File: src/rtl/alu_pkg.sv
// Shared definitions for the ALU result stage: flag bit positions and
// the occupancy states of the main/skid register pair.
package alu_pkg;

  localparam int FLAG_N = 3;
  localparam int FLAG_Z = 2;
  localparam int FLAG_C = 1;
  localparam int FLAG_V = 0;

  // EMPTY: nothing held; ONE: main valid; TWO: main and skid valid.
  typedef enum logic [1:0] {
    ST_EMPTY = 2'd0,
    ST_ONE   = 2'd1,
    ST_TWO   = 2'd2
  } state_t;

endpackage

File: src/rtl/alu_flag_gen.sv
// Combinational N/Z/C/V flag derivation from adder operands and result.
// Shared by the add path now and the subtract path later.
module alu_flag_gen
  import alu_pkg::*;
#(
  parameter int WIDTH = 8
) (
  input  logic [WIDTH-1:0] i_a,
  input  logic [WIDTH-1:0] i_b,
  input  logic [WIDTH-1:0] i_sum,
  input  logic             i_cout,
  output logic [3:0]       o_flags
);

  // Only operand sign bits matter; the low bits are folded into a sink.
  logic w_unused;
  assign w_unused = ^{i_a[WIDTH-2:0], i_b[WIDTH-2:0]};

  assign o_flags[FLAG_N] = i_sum[WIDTH-1];
  assign o_flags[FLAG_Z] = (i_sum == '0);
  assign o_flags[FLAG_C] = i_cout;
  // Signed overflow: like-signed operands producing a differently-signed sum.
  assign o_flags[FLAG_V] = (i_a[WIDTH-1] == i_b[WIDTH-1]) &&
                           (i_sum[WIDTH-1] != i_a[WIDTH-1]);

endmodule

File: src/rtl/alu_result_stage.sv
// Registered result stage behind the 8-bit adder. A main output register
// plus one skid register give full throughput under backpressure while
// keeping in_ready a pure register output. Also counts signed overflows.
module alu_result_stage
  import alu_pkg::*;
#(
  parameter int WIDTH = 8,
  parameter int CNT_W = 8
) (
  input  logic             clk,
  input  logic             rst,
  input  logic             in_valid,
  output logic             in_ready,
  input  logic [WIDTH-1:0] in_a,
  input  logic [WIDTH-1:0] in_b,
  input  logic [WIDTH-1:0] in_sum,
  input  logic             in_cout,
  output logic             out_valid,
  input  logic             out_ready,
  output logic [WIDTH-1:0] out_result,
  output logic [3:0]       out_flags,
  output logic [CNT_W-1:0] ovf_count,
  input  logic             ovf_clr
);

  state_t           r_state;
  state_t           w_state_nxt;
  logic             r_in_ready;
  logic [WIDTH-1:0] r_main_result;
  logic [3:0]       r_main_flags;
  logic [WIDTH-1:0] r_skid_result;
  logic [3:0]       r_skid_flags;
  logic [CNT_W-1:0] r_ovf_count;
  logic [3:0]       w_flags;
  logic             w_acc;
  logic             w_drn;
  logic             w_load_main;
  logic             w_load_skid;
  logic             w_skid_to_main;

  alu_flag_gen #(.WIDTH(WIDTH)) u_flag_gen (
    .i_a     (in_a),
    .i_b     (in_b),
    .i_sum   (in_sum),
    .i_cout  (in_cout),
    .o_flags (w_flags)
  );

  // The ready register is forced low while reset is asserted so no beat
  // can be accepted during reset, and reads 1 on the first cycle after.
  assign in_ready   = r_in_ready & ~rst;
  assign out_valid  = (r_state != ST_EMPTY);
  assign out_result = r_main_result;
  assign out_flags  = r_main_flags;
  assign ovf_count  = r_ovf_count;

  assign w_acc = in_valid && in_ready;
  assign w_drn = out_valid && out_ready;

  // Next-state and register-load decode for the main/skid pair.
  always_comb begin
    // NOTE: every output gets a default first so no path infers a latch.
    w_state_nxt    = r_state;
    w_load_main    = 1'b0;
    w_load_skid    = 1'b0;
    w_skid_to_main = 1'b0;
    case (r_state)
      ST_EMPTY: begin
        if (w_acc) begin
          w_load_main = 1'b1;
          w_state_nxt = ST_ONE;
        end
      end
      ST_ONE: begin
        if (w_acc && w_drn) begin
          w_load_main = 1'b1;
        end else if (w_acc) begin
          w_load_skid = 1'b1;
          w_state_nxt = ST_TWO;
        end else if (w_drn) begin
          w_state_nxt = ST_EMPTY;
        end
      end
      ST_TWO: begin
        if (w_drn) begin
          w_skid_to_main = 1'b1;
          w_state_nxt    = ST_ONE;
        end
      end
      default: w_state_nxt = ST_EMPTY;
    endcase
  end

  // State register and registered in_ready (low only when skid is full).
  always_ff @(posedge clk) begin
    // NOTE: sequential state uses non-blocking assignments so every
    // register samples pre-edge values regardless of statement order.
    if (rst) begin
      r_state    <= ST_EMPTY;
      r_in_ready <= 1'b1;
    end else begin
      r_state    <= w_state_nxt;
      r_in_ready <= (w_state_nxt != ST_TWO);
    end
  end

  // Main output register: loaded from the input or from the skid.
  always_ff @(posedge clk) begin
    if (rst) begin
      r_main_result <= '0;
      r_main_flags  <= '0;
    end else if (w_load_main) begin
      r_main_result <= in_sum;
      r_main_flags  <= w_flags;
    end else if (w_skid_to_main) begin
      r_main_result <= r_skid_result;
      r_main_flags  <= r_skid_flags;
    end
  end

  // Skid payload register, captured when main is busy and not draining.
  // NOTE: the skid payload has no reset; it is only read after a load,
  // and its occupancy lives in r_state, which is reset.
  always_ff @(posedge clk) begin
    if (w_load_skid) begin
      r_skid_result <= in_sum;
      r_skid_flags  <= w_flags;
    end
  end

  // Saturating signed-overflow counter; clear wins but still counts
  // an overflow accepted in the same cycle.
  always_ff @(posedge clk) begin
    if (rst) begin
      r_ovf_count <= '0;
    end else if (ovf_clr) begin
      r_ovf_count <= CNT_W'(w_acc && w_flags[FLAG_V]);
    end else if (w_acc && w_flags[FLAG_V] && (r_ovf_count != '1)) begin
      r_ovf_count <= r_ovf_count + 1'b1;
    end
  end

endmodule

File: config.mk
export PLATFORM = sky130hd
export DESIGN_NAME = alu_result_stage
export DESIGN_NICKNAME = d
export VERILOG_FILES = /design/src/rtl/alu_pkg.sv /design/src/rtl/alu_flag_gen.sv /design/src/rtl/alu_result_stage.sv
export SDC_FILE = /design/constraint.sdc
export NUM_CORES = 1
export LEC_CHECK = 0
export ABC_AREA = 1
export BUFFER_PORTS_ARGS = -buffer_cell sky130_fd_sc_hd__buf_2
export CAP_MARGIN = 20
export CELL_PAD_IN_SITES_DETAIL_PLACEMENT = 1
export CELL_PAD_IN_SITES_GLOBAL_PLACEMENT = 2
export CORE_MARGIN = 2
export CORE_UTILIZATION = 27
export DETAILED_ROUTE_END_ITERATION = 16
export PLACE_DENSITY = 0.77
export SKIP_LAST_GASP = 1
export SLEW_MARGIN = 20
export SYNTH_ARGS = -nofsm -noshare
export SYNTH_HDL_FRONTEND = slang
export SYNTH_SLANG_ARGS = --single-unit
File: constraint.sdc
create_clock -name clk -period 2.34 [get_ports clk]
set_clock_uncertainty 0.1 [all_clocks]
set_input_delay 0.351 -clock clk [delete_from_list [all_inputs] [get_ports clk]]
set_output_delay 0.351 -clock clk [all_outputs]
set_load 0.05 [all_outputs]
==> results.toml <==
[synthesis]
synth_area_um2 = 1470
synth_fa_ha_area_frac = 0.00850
yosysWarnings = 0
synth_top_family_by_area = "simple AND/OR/NAND/NOR gates"
ys_seq_area_frac = 0.524
synth_area_leader_cell = "dfxtp_1"
synth_top_area_share = 0.299
yosys.area_share.simple = 0.304
ys_ff_latch = 33
ys_types = 27
yosys.area_share.xor_xnor = 0.0238
ys_top_cells_by_area = "dfxtp_1 30%, edfxtp_1 22%, nand2_1 17%, a31oi_1 4.7%, inv_1 3.8%"
muxShareOfSynthArea = 0
synth_fp_nets = 209
synth_compound_area_frac = 0.0774
synthCells = 178
avgSynthCellArea_um2 = 8.27

[clocking]
cts_resized = 0
cts_root_buf = "clkbuf_8"
cts_inserted_buffers = 5
insertion_delay_ns = 0.28
clk_pin_slew_ns = 0.08
clock_sinks = 33
cts.path.max_buffers = 2
cts_setup_buffers = 0
hold_buffers = 0
cts_tree = "yes"
cts_max_level = 2

[floorplanning]
initial_core_util = 0.284
io_pins = 52
rows = 26
placeableCoreArea_um2 = 5170
die_w_um = 77.8
die_h_um = 77.8
die-area_um2 = 6060

[timing]
min_period_over_period = 0.637
slew_headroom = 0.620
rsz0062_at_grt = "no"
timing.final.crit_period_ns = 1.49
setup_tns_ns = 0
finalSetupViolations = 0
fmax_mhz = 671
finalMaxSlewViolations = 0
hold_ws_ns = 0.170
worst_slew_pin_slew_ns = 0.569
hold_viol = 0

[detailed_routing]
dr.pass1.iters = 4
drt_wl_total_um = 3540
vias_per_cell = 4.35
drc = 0
dr_total_vias = 1266
drt_iter0_drc = 56
wl_per_cell_um = 12.2
ant_nets = 0

[global_route]
grt_pass1_vias = 1272
grt_pass1_wl_um = 6020
grt_overflow = 0
antenna_found_initial = 0
grt_use_total = 0.128
grt_max_degree = 15

[critical_path]
required_ns = 1.89
path_max_fanout = 3
setup.worst_path.start = "r_state[1]"
crit_arrival_ns = 1.04
cp-end-kind = "output port"
path_class = "reg -> out"
cp_slowest_cell = "dfxtp_1"
start_kind = "flop"
timing.rr.start = "ovf_count[0]"
worstPathCellList = "inv_1 -> nand2_1 -> buf_2"
max_stage_delay_ns = 0.36

[job]
maxCapViolCount = 0

[worst_hold_path]
hp-start = "in_sum[5]"
holdCritPathClass = "in -> reg"

[placed_design]
hpwl_um = 2650
placed_cell_area_um2 = 1740
io_buffers = 37
gp_congestion = 0.713

[final_layout]
drive_gt1_frac = 0.267
final_area_um2 = 1850
final_cell_mix = "65 x nand2_1, 37 x buf_2, 22 x dfxtp_1"
layout_commonest_cell = "nand2_1"
n_fill_cell = 647
antenna_cells = 0
nets = 251
syn2layout_area_growth_pct = 25.8

[pwr]
peakVddDrop_mv = 0.372
cellPowerDensity_nw_per_um2 = 699
p_leak_nw = 0.796
finalPower_mw = 1.29

[run_status]
status = "finished, final reports clean"
[registers in the layout, indices dropped and copies added, names as in the netlist]
| name | cells |
|---|---|
| r_skid_result | 8 |
| r_in_ready | 1 |
| r_skid_flags | 3 |
| ovf_count | 8 |
| out_result | 8 |
| r_state | 2 |
| out_flags | 3 |
[routing by layer]
layer  part of all wire  wire, µm  global-route usage
met5                  0         0                   0
met3              0.042       150              0.0326
met2               0.47      1680               0.213
met4              0.016        55              0.0571
met1               0.47      1650               0.155
[path summary, 6_finish.rpt]
kind	endpoint	slack, ns	depth (start not counted)
worst min register to register	out_result[4]	0.38	2
worst max register to register	ovf_count[7]	0.85	6
worst min-delay path	r_skid_result[5]	0.17	1
worst max-delay path	out_valid	0.85	3
[metrics by stage]
| stage | cells | worst slack [ns] | utilization |
|---|---|---|---|
| final | 291 | 0.850 | 0.358 |
| after CTS | 291 | 0.809 | 0.358 |
| after global placement | 283 | 0.765 | 0.336 |
| after global routing | 291 | 0.665 | 0.358 |
| after floorplan | 178 | 0.477 | - |
| after detailed placement | 283 | 0.734 | 0.336 |
[synthesized netlist by cell type]
cell type	count
a21oi_1	6
a31oi_1	11
buf_2	1
buf_4	3
clkbuf_1	1
dfxtp_1	22
edfxtp_1	11
ha_1	1
inv_1	15
inv_2	1
nand2_1	65
nand2_2	1
nand2b_1	1
nand3_1	3
nand3_2	1
nand3_4	1
nand3b_1	1
nand4_1	2
nor2_1	15
nor2_2	2
nor2_4	3
nor3_1	2
nor3_2	1
o21ai_0	3
or2_2	1
xnor2_1	2
xor2_1	2
[critical path, delay by kind of cell, from the launching register on]
kind / cells / cell delay [ns]
buf+inv: 2 / 0.34
simple gates: 1 / 0.06
flops: 1 / 0.36
[power by group]
group / switching (mW) / total [mW] / internal [mW] / leakage, nW
Sequential: 0.00702 / 0.611 / 0.604 / 0.280
Combinational: 0.100 / 0.137 / 0.0370 / 0.461
Clock: 0.226 / 0.545 / 0.319 / 0.0543
[cell type report]
cell class | instances | area (µm²) | area share
multi-input cells | 124 | 609 | 0.329
flip-flops and latches | 33 | 771 | 0.416
clock inverters | 3 | 46.3 | 0.0250
clock buffers | 5 | 68.8 | 0.0372
inverters | 16 | 60.1 | 0.0325
well taps | 70 | 87.6 | 0.0473
repair buffers | 40 | 208 | 0.112
[cell families after synthesis]
logic type / after synthesis
buf+inv: 21
flops: 33
simple gates: 99
compound gates: 20
fa+ha+maj: 1
xor+xnor: 4
No activity file was read; power rests on OpenSTA's default activity.
